<file path="src/rtl/fpu_sched.sv">
// fpu_sched: sequencer for the single, non-pipelined multi-cycle FPU in EX.
//
// Accepts one FP op at a time, counts down its latency class, then retires
// the result through the single FP register-file write port. FP-load
// writeback owns that port whenever it is active, so a ready result waits
// (HOLD) until the port is free. A load to the in-flight destination makes
// the FPU result stale, so its write is dropped while it still retires.
//
// Ports:
//   clk, rst         clock, synchronous active-high reset
//   issue_valid/op/rd/kill, issue_ready, fpu_start   EX issue handshake
//   busy             op in flight
//   id_rs, id_rs_used, raw_stall                     ID hazard interface
//   load_wen, load_rd                                FP load writeback
//   fp_regwen, fp_wa, fp_wsel                        FP regfile write port
//   done             pulse when an FPU result retires (written or dropped)
module fpu_sched #(
  parameter int LAT_ADD = 3,
  parameter int LAT_MUL = 4,
  parameter int LAT_DIV = 16,
  parameter int CNT_W   = 5
) (
  input  logic        clk,
  input  logic        rst,
  input  logic        issue_valid,
  input  logic [1:0]  issue_op,
  input  logic [4:0]  issue_rd,
  input  logic        issue_kill,
  output logic        issue_ready,
  output logic        fpu_start,
  output logic        busy,
  input  logic [14:0] id_rs,
  input  logic [2:0]  id_rs_used,
  output logic        raw_stall,
  input  logic        load_wen,
  input  logic [4:0]  load_rd,
  output logic        fp_regwen,
  output logic [4:0]  fp_wa,
  output logic        fp_wsel,
  output logic        done
);

  typedef enum logic [1:0] {
    S_IDLE = 2'd0,
    S_EXEC = 2'd1,
    S_HOLD = 2'd2
  } state_t;

  // Counter reload values: the accept cycle itself counts as the first cycle.
  localparam logic [CNT_W-1:0] ADD_M1 = CNT_W'(LAT_ADD - 1);
  localparam logic [CNT_W-1:0] MUL_M1 = CNT_W'(LAT_MUL - 1);
  localparam logic [CNT_W-1:0] DIV_M1 = CNT_W'(LAT_DIV - 1);

  state_t           state_q, state_d;
  logic [CNT_W-1:0] cnt_q, cnt_d;
  logic [4:0]       pend_rd_q, pend_rd_d;
  logic             drop_q, drop_d;

  logic             accept;
  logic             result_rdy;
  logic             retire;
  logic             waw;
  logic [CNT_W-1:0] lat_m1;
  logic [2:0]       rs_hit;

  assign issue_ready = (state_q == S_IDLE);
  assign busy        = (state_q != S_IDLE);
  assign accept      = issue_valid && issue_ready && !issue_kill;
  assign fpu_start   = accept;

  // Result is ready at the last EXEC count, or has been waiting in HOLD.
  assign result_rdy = ((state_q == S_EXEC) && (cnt_q == '0)) || (state_q == S_HOLD);
  // Load writeback always owns the port; the result retires only when it is free.
  assign retire     = result_rdy && !load_wen;
  assign waw        = busy && load_wen && (load_rd == pend_rd_q);

  always_comb begin
    lat_m1 = ADD_M1;
    case (issue_op)
      2'd1:    lat_m1 = MUL_M1;
      2'd2:    lat_m1 = DIV_M1;
      default: lat_m1 = ADD_M1;
    endcase
  end

  // Per-source RAW compare against the in-flight destination.
  genvar gi;
  generate
    for (gi = 0; gi < 3; gi++) begin : g_rs_hit
      assign rs_hit[gi] = id_rs_used[gi] && (id_rs[5*gi +: 5] == pend_rd_q);
    end
  endgenerate

  // A dropped result no longer produces the register, so it cannot cause RAW.
  assign raw_stall = (busy && !drop_q && (|rs_hit)) || (issue_valid && !issue_ready);

  // Write port mux: load first, then a retiring (non-dropped) result.
  assign fp_regwen = load_wen || (retire && !drop_q);
  assign fp_wa     = load_wen ? load_rd : (retire ? pend_rd_q : load_rd);
  assign fp_wsel   = !load_wen && retire;
  assign done      = retire;

  always_comb begin
    state_d   = state_q;
    cnt_d     = cnt_q;
    pend_rd_d = pend_rd_q;
    drop_d    = drop_q;
    case (state_q)
      S_IDLE: begin
        if (accept) begin
          state_d   = S_EXEC;
          cnt_d     = lat_m1;
          pend_rd_d = issue_rd;
          drop_d    = 1'b0;
        end
      end
      S_EXEC: begin
        if (waw) drop_d = 1'b1;
        if (cnt_q != '0) begin
          cnt_d = cnt_q - 1'b1;
        end else if (retire) begin
          state_d = S_IDLE;
        end else begin
          state_d = S_HOLD;
        end
      end
      S_HOLD: begin
        if (waw) drop_d = 1'b1;
        if (retire) state_d = S_IDLE;
      end
      default: state_d = S_IDLE;
    endcase
  end

  always_ff @(posedge clk) begin
    if (rst) begin
      state_q   <= S_IDLE;
      cnt_q     <= '0;
      pend_rd_q <= '0;
      drop_q    <= 1'b0;
    end else begin
      state_q   <= state_d;
      cnt_q     <= cnt_d;
      pend_rd_q <= pend_rd_d;
      drop_q    <= drop_d;
    end
  end

endmodule
</file>
<file path="config.mk">
export PLATFORM = sky130hd
export DESIGN_NAME = fpu_sched
export DESIGN_NICKNAME = d
export VERILOG_FILES = /design/src/rtl/fpu_sched.sv
export SDC_FILE = /design/constraint.sdc
export NUM_CORES = 1
export LEC_CHECK = 0
export CAP_MARGIN = 10
export CELL_PAD_IN_SITES_DETAIL_PLACEMENT = 0
export CELL_PAD_IN_SITES_GLOBAL_PLACEMENT = 1
export CORE_MARGIN = 3
export CORE_UTILIZATION = 29
export CTS_BUF_LIST = sky130_fd_sc_hd__clkbuf_8
export DETAILED_ROUTE_END_ITERATION = 12
export GPL_ROUTABILITY_DRIVEN = 0
export PLACE_DENSITY = 0.91
export SYNTH_ARGS = -nofsm -noshare
export SYNTH_HDL_FRONTEND = slang
export SYNTH_SLANG_ARGS = --single-unit
export TNS_END_PERCENT = 30
</file>
<file path="constraint.sdc">
create_clock -name clk -period 2.5 [get_ports clk]
set_clock_uncertainty 0.1 [all_clocks]
set_input_delay 0.5 -clock clk [delete_from_list [all_inputs] [get_ports clk]]
set_output_delay 0.5 -clock clk [all_outputs]
set_load 0.01 [all_outputs]
</file>
==> impl_metrics.yaml, run 1 <==
clock_tree:
  clk_transition_reported_paths_ns: 0.06
  cts.root.buffer_cell: "sky130_fd_sc_hd__clkbuf_8"
  worst_skew_late_latency_ns: 0.24
  cts_buffers: 3
  clock_sink_count: 13
  cts-hold-fix-buffers: 0
  ctsHtreeMaxLevel: 1
  ctsLongestPathBuffers: 2
  cts_tree: "done"
sta:
  slew-limit-headroom_pct: 65.4
  max_freq_mhz: 403
  setup_slack_ns: 0.0156
  final-setup-viol-count: 0
  timing.setup.tns_ns: 0
  finalHoldViolCount: 0
  period_minus_slack_ns: 2.48
  max_slew.worst_pin.slew_ns: 0.517
  period_share_pct: 99.4
  rsz_0062_raised_after_global_routing: "true"
  slew_limit_fails: 0
global_route:
  maximum_number_of_pins_on_one_net_before_global_route_repair: 14
  antenna_found_initial: 0
  number_of_global_route_vias_before_repair: 1058
  grt_first_pass_wirelength_um: 5040
  global_route.usage.total_pct: 15.3
  grt.overflow.total: 0
power:
  power-per-cell-area_nw_per_um2: 440
  max-vdd-ir-drop_uv: 195
  leakagePower_nw: 0.733
logic_synthesis:
  postSynth.asyncResetShare_pct: 0
  yosysTopAreaCell: "sky130_fd_sc_hd__dfxtp_1"
  synth_area_leaders: "sky130_fd_sc_hd__dfxtp_1 (26%), sky130_fd_sc_hd__xor2_1 (14%), sky130_fd_sc_hd__a21oi_1 (6.4%)"
  synth_commonest_cells: "sky130_fd_sc_hd__xor2_1 (16), sky130_fd_sc_hd__a21oi_1 (13), sky130_fd_sc_hd__dfxtp_1 (13)"
  synth-edff-count: 0
  average_footprint_of_a_synthesized_cell_um2: 7.86
  synth.cell_area_um2: 1010
  yosysSeqAreaShare_pct: 25.7
  postSynthNetCount: 169
  synth.lib_cells_used.distinct: 36
  post-synth-top-count-cell: "sky130_fd_sc_hd__xor2_1"
  netlist.area_leader.share_pct: 25.7
  synth-seq-cells: 13
  synthesis.instances: 129
  synth_top_flop_cell: "sky130_fd_sc_hd__dfxtp_1"
  synthesis.yosys.warnings: 0
flow_run:
  cap_violations: 0
floorplanning:
  design.die.area_um2: 4240
  num_io_pins: 47
  die_width_um: 65.1
  core-area_um2: 3200
  floorplan.initialDensity_pct: 31.6
  die_y_extent_um: 65.1
  core.rowCount: 20
setup_path:
  critPathCaptureType: "output pin"
  setup.reg_to_reg.worst_slack_ns: 0.38
  crit_required_ns: 1.90
  critPathMaxFanout: 4
  worstSetupPathType: "register to output pin"
  arrival_ns: 1.88
  startpoint_type: "register"
drt:
  drc: 0
  drt.antenna.violating_nets: 0
  post_drt_via_cell_ratio: 4.81
  routed_wire_length_per_instance_um: 13.8
  postRouteWirelength_um: 3240
  detail_route.first_pass.iterations: 5
  vias: 1131
  detailedRoute.firstIterationViolations: 45
min_path:
  min_path_type: "register to register"
outcome:
  run_status: "finished, final reports clean"
final_layout:
  insertedDiodeCount: 0
  layout-drive-gt1-share_pct: 23.0
  area.growth.synth_to_final_pct: 70.2
  postLayoutCoreUtil_pct: 53.9
  layout.cell_area.non_filler_um2: 1730
  layoutNonFillerInstCount: 235
  fin_nets: 232
placement:
  dp_hpwl_um: 2530
  post-place-ws_ns: -0.361
  number_of_i_o_port_buffers: 46
  numPlacedInstances: 227
  post_dp_cell_area_um2: 1620
[timing repair]
action | CTS | global route
gates resized for setup | 25 | 20
pin swaps | 3 | 3
buffers inserted | 2 | 2
setup endpoints to repair | 9 | 7
cloned | 0 | 0
[final timing paths]
kind                           startpoint                       to  cells past startpoint
setup reg to reg    cnt_q[0]$_SDFFE_PP0P_  state_q[1]$_SDFFE_PP0P_                      8
hold reg to reg   state_q[1]$_SDFFE_PP0P_  state_q[1]$_SDFFE_PP0P_                      2
hold / removal    state_q[1]$_SDFFE_PP0P_  state_q[1]$_SDFFE_PP0P_                      2
setup / recovery    cnt_q[0]$_SDFFE_PP0P_                 fp_wa[3]                      9
[registers in the layout, summed over array words and instances (netlist names)]
name and cells:
cnt_q 5, drop_q 1, state_q 2, pend_rd_q 5
[logic make-up after synthesis]
| kind of cell | Yosys count | share of synthesized area (%) |
|---|---|---|
| flip-flops | 13 | 25.7 |
| XOR/XNOR | 20 | 17.3 |
| buffers and inverters | 19 | 7.53 |
| adder cells (fa/ha/maj) | 5 | 6.17 |
| multiplexers | 5 | 5.56 |
| AND/OR/NAND/NOR | 35 | 18.6 |
| AO/OA/AOI/OAI | 32 | 19.1 |
[critical path: stages, from the launching register on]
cell	delay, ns
sky130_fd_sc_hd__dfxtp_2	0.32
sky130_fd_sc_hd__inv_1	0.06
sky130_fd_sc_hd__ha_2	0.18
sky130_fd_sc_hd__nor4b_4	0.18
sky130_fd_sc_hd__buf_4	0.16
sky130_fd_sc_hd__a21oi_4	0.06
sky130_fd_sc_hd__nor2_4	0.11
sky130_fd_sc_hd__buf_6	0.12
sky130_fd_sc_hd__mux2_2	0.33
sky130_fd_sc_hd__buf_6	0.12
[cell type report]
type                       instances  area [µm²]
fill                             323        1480
multi-input combinational         97         711
timing repair buffer              67         616
sequential                        13         262
tap                               44        55.1
clock buffer                       3        41.3
inverter                          10        37.5
clock inverter                     1        3.75
[report_power, final]
part           internal, mW  switching (mW)  total, mW  leakage, nW
sequential            0.221          0.0148      0.236        0.106
clock                 0.108          0.0775      0.186       0.0269
combinational         0.196           0.141      0.337        0.600
[layer usage]
metal	track usage [%]	wire (µm)	share of wire (%)	up-vias
met5	0	0	0	-
met4	3.89	24	0.74	0
met3	4.44	276	8.5	2
met2	26.9	1630	50	47
met1	18.2	1310	40	511
li1	-	-	-	571
[layout by cell type (no fill, tap or decap), types with 2 or more instances in the layout]
| cell type | synthesis | routed |
|---|---|---|
| sky130_fd_sc_hd__a31oi_1 | 2 | 2 |
| sky130_fd_sc_hd__mux2_2 | 5 | 5 |
| sky130_fd_sc_hd__clkbuf_2 | 0 | 2 |
| sky130_fd_sc_hd__nor3b_1 | 2 | 2 |
| sky130_fd_sc_hd__nand3b_1 | 2 | 2 |
| sky130_fd_sc_hd__nand2_1 | 11 | 11 |
| sky130_fd_sc_hd__xnor2_1 | 4 | 4 |
| sky130_fd_sc_hd__buf_6 | 0 | 7 |
| sky130_fd_sc_hd__xor2_1 | 16 | 16 |
| sky130_fd_sc_hd__clkbuf_8 | 0 | 3 |
| sky130_fd_sc_hd__a21oi_1 | 13 | 12 |
| sky130_fd_sc_hd__nor2b_1 | 2 | 2 |
| sky130_fd_sc_hd__nor2_1 | 5 | 5 |
| sky130_fd_sc_hd__inv_1 | 10 | 11 |
| sky130_fd_sc_hd__o21ai_0 | 7 | 7 |
| sky130_fd_sc_hd__dfxtp_1 | 13 | 12 |
| sky130_fd_sc_hd__nor4_1 | 4 | 4 |
| sky130_fd_sc_hd__ha_1 | 5 | 4 |
| sky130_fd_sc_hd__buf_4 | 1 | 19 |
| sky130_fd_sc_hd__nand3_1 | 3 | 3 |
| sky130_fd_sc_hd__clkdlybuf4s50_1 | 0 | 37 |
[metrics by stage]
stage / power [mW] / hold slack, ns
2_1_floorplan: 0.384 / 0.363
3_3_place_gp: 0.541 / 0.373
3_5_place_dp: 0.548 / 0.399
4_1_cts: 0.737 / 0.413
5_1_grt: 0.808 / 0.436
6_report: 0.758 / 0.412
Power figures use the tool's default switching activity.
==> run 2: changes to the inputs <==
==> config.mk (replaced) <==
export PLATFORM = sky130hd
export DESIGN_NAME = fpu_sched
export DESIGN_NICKNAME = d
export VERILOG_FILES = /design/src/rtl/fpu_sched.sv
export SDC_FILE = /design/constraint.sdc
export NUM_CORES = 1
export LEC_CHECK = 0
export CAP_MARGIN = 10
export CELL_PAD_IN_SITES_DETAIL_PLACEMENT = 1
export CELL_PAD_IN_SITES_GLOBAL_PLACEMENT = 2
export CORE_MARGIN = 3
export CORE_UTILIZATION = 22
export CTS_BUF_LIST = sky130_fd_sc_hd__clkbuf_8
export DETAILED_ROUTE_END_ITERATION = 12
export GPL_ROUTABILITY_DRIVEN = 0
export PLACE_DENSITY = 0.9
export SYNTH_ARGS = -nofsm -noshare
export SYNTH_HDL_FRONTEND = slang
export SYNTH_SLANG_ARGS = --single-unit
export TNS_END_PERCENT = 30
==> impl_metrics.yaml, run 2 (synthesis results as in run 1) <==
outcome:
  run_status: "finished, final reports clean"
floorplanning:
  num_io_pins: 47
  floorplan.initialDensity_pct: 23.0
  design.die.area_um2: 5460
  core-area_um2: 4410
  core.rowCount: 24
  die_width_um: 73.9
  die_y_extent_um: 73.9
drt:
  drc: 0
  drt.antenna.violating_nets: 0
  postRouteWirelength_um: 3740
  detailedRoute.firstIterationViolations: 16
  detail_route.first_pass.iterations: 4
  post_drt_via_cell_ratio: 4.80
  vias: 1170
  routed_wire_length_per_instance_um: 15.3
clock_tree:
  cts-hold-fix-buffers: 0
  ctsHtreeMaxLevel: 1
  cts.root.buffer_cell: "sky130_fd_sc_hd__clkbuf_8"
  clk_transition_reported_paths_ns: 0.06
  cts_buffers: 3
  clock_sink_count: 13
  worst_skew_late_latency_ns: 0.25
  cts_tree: "done"
  ctsLongestPathBuffers: 2
setup_path:
  crit_path_cell_trace: "inv_2, ha_4, nor4b_4, buf_4, a21oi_4, nor2_2, buf_6, mux2_4, buf_6"
  timing.critical_path.slowest_stage_cell: "sky130_fd_sc_hd__dfxtp_2"
  crit_required_ns: 1.90
  arrival_ns: 1.89
  worstSetupPathType: "register to output pin"
  critPathMaxFanout: 6
  critPathCaptureType: "output pin"
  max_stage_delay_ns: 0.32
  critical-path-top-cell-by-count: "sky130_fd_sc_hd__buf_6"
  startpoint_type: "register"
sta:
  period_minus_slack_ns: 2.49
  worst_hold_slack_ns: 0.406
  slew_limit_fails: 0
  slew-limit-headroom_pct: 63.9
  finalHoldViolCount: 0
  final-setup-viol-count: 0
  setup_slack_ns: 0.00874
  period_share_pct: 99.7
  max_freq_mhz: 401
  max_slew.worst_pin.slew_ns: 0.540
  rsz_0062_raised_after_global_routing: "true"
final_layout:
  fin_nets: 233
  layout_common_cells: "sky130_fd_sc_hd__clkdlybuf4s50_1 (37), sky130_fd_sc_hd__buf_4 (21), sky130_fd_sc_hd__xor2_1 (16)"
  layout_top_registers: "cnt_q x5, pend_rd_q x5, state_q x2"
  area.growth.synth_to_final_pct: 76.4
  layout-drive-gt1-share_pct: 25.5
  mostFrequentLayoutCell: "sky130_fd_sc_hd__clkdlybuf4s50_1"
  insertedDiodeCount: 0
power:
  fin_total_pwr_mw: 0.793
  power-per-cell-area_nw_per_um2: 444
  leakagePower_nw: 0.757
  max-vdd-ir-drop_uv: 138
flow_run:
  cap_violations: 0
placement:
  post-place-ws_ns: -0.402
  dp_hpwl_um: 2910
  number_of_i_o_port_buffers: 46
global_route:
  grt.overflow.total: 0
  maximum_number_of_pins_on_one_net_before_global_route_repair: 14
  grt_first_pass_wirelength_um: 6020
  global_route.usage.total_pct: 14.6
  antenna_found_initial: 0
  number_of_global_route_vias_before_repair: 1234
min_path:
  min_path_type: "register to register"
run 2: final timing paths:
path,from,to,slack [ns],depth (start not counted)
max,cnt_q[0]$_SDFFE_PP0P_,fp_wa[4],0.009,9
min,drop_q$_SDFFE_PP0P_,drop_q$_SDFFE_PP0P_,0.41,2
max reg2reg,cnt_q[0]$_SDFFE_PP0P_,state_q[1]$_SDFFE_PP0P_,0.38,9
min reg2reg,drop_q$_SDFFE_PP0P_,drop_q$_SDFFE_PP0P_,0.41,2
run 2: report_power, final:
part / internal [mW] / switching [mW] / total (mW)
Sequential: 0.221 / 0.0132 / 0.234
Combinational: 0.209 / 0.157 / 0.366
Clock: 0.110 / 0.0826 / 0.193
Total: 0.540 / 0.253 / 0.793
run 2: worst max-delay path: cells and delay by family, from the launching register on:
kind / cells / cell delay [ns]
AO/OA/AOI/OAI: 1 / 0.05
adder cells (fa/ha/maj): 1 / 0.13
buffers and inverters: 4 / 0.52
flip-flops: 1 / 0.32
multiplexers: 1 / 0.31
AND/OR/NAND/NOR: 2 / 0.31
run 2: repair_timing:
item	4_1_cts	5_1_grt
pin swaps	4	2
setup buffers	2	1
gates resized for setup	44	9
setup endpoints to repair	9	8
run 2: layer usage:
| metal | part of all wire, % | track usage [%] | routed length, µm |
|---|---|---|---|
| met3 | 7.1 | 3.01 | 267 |
| met2 | 50 | 26.9 | 1870 |
| met4 | 0.83 | 3.62 | 31 |
| met5 | 0 | 0 | 0 |
| met1 | 42 | 17.1 | 1570 |
run 2: stage by stage:
step / setup TNS (ns) / instance area (µm²) / utilization [%] / cells
2_1_floorplan: 0 / 1010 / - / 129
3_3_place_gp: -1.72 / 1640 / 37.2 / 237
3_5_place_dp: -2.49 / 1640 / 37.2 / 237
4_1_cts: -0.149 / 1750 / 39.7 / 243
5_1_grt: -0.368 / 1790 / 40.5 / 244
6_report: 0 / 1790 / 40.5 / 244
run 2: final cells by class:
class,count,area (µm²)
clock inverters,1,5.00
multi-input cells,97,747
clock buffers,3,41.3
repair buffers,68,629
fillers,531,2630
flip-flops and latches,13,263
inverters,10,37.5
well taps,52,65.1
==> run 3: changes to the inputs <==
==> constraint.sdc (replaced) <==
create_clock -name clk -period 2.5 [get_ports clk]
set_clock_uncertainty 0.1 [all_clocks]
set_input_delay 0.625 -clock clk [delete_from_list [all_inputs] [get_ports clk]]
set_output_delay 0.625 -clock clk [all_outputs]
set_load 0.01 [all_outputs]
==> impl_metrics.yaml, run 3 (synthesis results as in run 1) <==
outcome:
  run_status: "complete, but fails checks"
  violations_in_the_final_reports: "setup timing"
clock_tree:
  cts_buffers: 3
  clk_transition_reported_paths_ns: 0.06
  ctsLongestPathBuffers: 2
  ctsHtreeMaxLevel: 1
  cts_tree: "done"
  cts.root.buffer_cell: "sky130_fd_sc_hd__clkbuf_8"
  worst_skew_late_latency_ns: 0.25
  clock_sink_count: 13
  cts-hold-fix-buffers: 0
setup_path:
  crit_required_ns: 1.77
  max_stage_delay_ns: 0.32
  critPathCaptureType: "output pin"
  worstSetupPathType: "register to output pin"
  setup.reg_to_reg.worst_slack_ns: 0.44
  timing.critical_path.slowest_stage_cell: "sky130_fd_sc_hd__dfxtp_2"
  critical-path-top-cell-by-count: "sky130_fd_sc_hd__buf_6"
  critPathMaxFanout: 6
  arrival_ns: 1.89
  crit_path_cell_trace: "inv_2, ha_4, nor4b_4, buf_4, a21oi_4, nor2_2, buf_6, mux2_4, buf_6"
  startpoint_type: "register"
sta:
  max_freq_mhz: 382
  worst_hold_slack_ns: 0.395
  max_slew.worst_pin.slew_ns: 0.557
  slew-limit-headroom_pct: 62.7
  slew_limit_fails: 0
  final-setup-viol-count: 7
  setup_slack_ns: -0.115
  period_minus_slack_ns: 2.61
  period_share_pct: 105
  rsz_0062_raised_after_global_routing: "true"
  finalHoldViolCount: 0
final_layout:
  area.growth.synth_to_final_pct: 83.5
  layout_top_registers: "cnt_q x5, pend_rd_q x5, state_q x2"
  layout_common_cells: "sky130_fd_sc_hd__clkdlybuf4s50_1 (34), sky130_fd_sc_hd__buf_4 (31), sky130_fd_sc_hd__xor2_1 (16)"
  seqCellArea_um2: 264
  layout-drive-gt1-share_pct: 31.2
  layoutNonFillerInstCount: 254
  postLayoutCoreUtil_pct: 42.1
  fillCellCount: 524
  layout.cell_area.non_filler_um2: 1860
  insertedDiodeCount: 0
  mostFrequentLayoutCell: "sky130_fd_sc_hd__clkdlybuf4s50_1"
  multiInputGateArea_um2: 743
  fin_nets: 243
placement:
  dp_hpwl_um: 2990
  number_of_i_o_port_buffers: 46
  numPlacedInstances: 245
  post_dp_cell_area_um2: 1700
drt:
  detail_route.first_pass.iterations: 4
  postRouteWirelength_um: 3790
  detailedRoute.firstIterationViolations: 23
  routed_wire_length_per_instance_um: 14.9
  drc: 0
  post_drt_via_cell_ratio: 4.70
  vias: 1194
  drt.antenna.violating_nets: 0
min_path:
  min_path_type: "register to register"
power:
  leakagePower_nw: 0.827
  power-per-cell-area_nw_per_um2: 435
  fin_total_pwr_mw: 0.808
  max-vdd-ir-drop_uv: 126
floorplanning:
  core-area_um2: 4410
  die_width_um: 73.9
  design.die.area_um2: 5460
  core.rowCount: 24
  die_y_extent_um: 73.9
  floorplan.initialDensity_pct: 23.0
  num_io_pins: 47
global_route:
  number_of_global_route_vias_before_repair: 1238
  global_route.usage.total_pct: 14.3
  grt_first_pass_wirelength_um: 5910
  grt.overflow.total: 0
  antenna_found_initial: 0
  maximum_number_of_pins_on_one_net_before_global_route_repair: 14
flow_run:
  cap_violations: 0
## run 3: stage by stage
stage,worst slack [ns],TNS [ns]
2_1_floorplan,0.0821,0
3_3_place_gp,-0.606,-3.46
3_5_place_dp,-0.617,-3.59
4_1_cts,-0.139,-0.745
5_1_grt,-0.186,-1.26
6_report,-0.115,-0.657
## run 3: repair_timing
| action | 4_1_cts | 5_1_grt |
|---|---|---|
| resized for setup | 58 | 7 |
| setup endpoints to repair | 11 | 10 |
| cloned | 0 | 0 |
| pin swaps | 9 | 1 |
| setup buffers | 4 | 1 |
## run 3: worst max-delay path, delay by kind of cell (launching register included)
| kind | cells | cell delay (ns) |
|---|---|---|
| compound gates | 1 | 0.05 |
| fa+ha+maj | 1 | 0.14 |
| buf+inv | 4 | 0.52 |
| flops | 1 | 0.32 |
| mux | 1 | 0.31 |
| simple gates | 2 | 0.31 |
## run 3: worst paths after layout
check	start	endpoint	depth (start not counted)
setup / recovery	cnt_q[1]$_SDFFE_PP0P_	fp_wa[0]	9
hold / removal	state_q[1]$_SDFFE_PP0P_	state_q[1]$_SDFFE_PP0P_	2
setup reg to reg	cnt_q[1]$_SDFFE_PP0P_	state_q[1]$_SDFFE_PP0P_	8
hold reg to reg	state_q[1]$_SDFFE_PP0P_	state_q[1]$_SDFFE_PP0P_	2
## run 3: power breakdown
part	leakage [nW]	switching, mW	internal, mW
logic	0.694	0.157	0.221
registers	0.107	0.0130	0.222
clock network	0.0255	0.0862	0.110
## run 3: layer usage
| layer | vias up | global-route usage, % | part of all wire (%) |
|---|---|---|---|
| li1 | 593 | - | - |
| met1 | 552 | 15.7 | 42 |
| met2 | 43 | 25.5 | 48 |
| met3 | 6 | 3.83 | 8.3 |
| met4 | 0 | 6.04 | 1.7 |
| met5 | - | 0 | 0 |
## run 3: area by class of cell
| cell class | count | share of cell area [%] |
|---|---|---|
| multi-input combinational | 97 | 40.0 |
| timing repair buffer | 78 | 37.8 |
| clock buffer | 3 | 2.22 |
| inverter | 10 | 2.02 |
| tap | 52 | 3.50 |
| clock inverter | 1 | 0.269 |
| sequential | 13 | 14.2 |
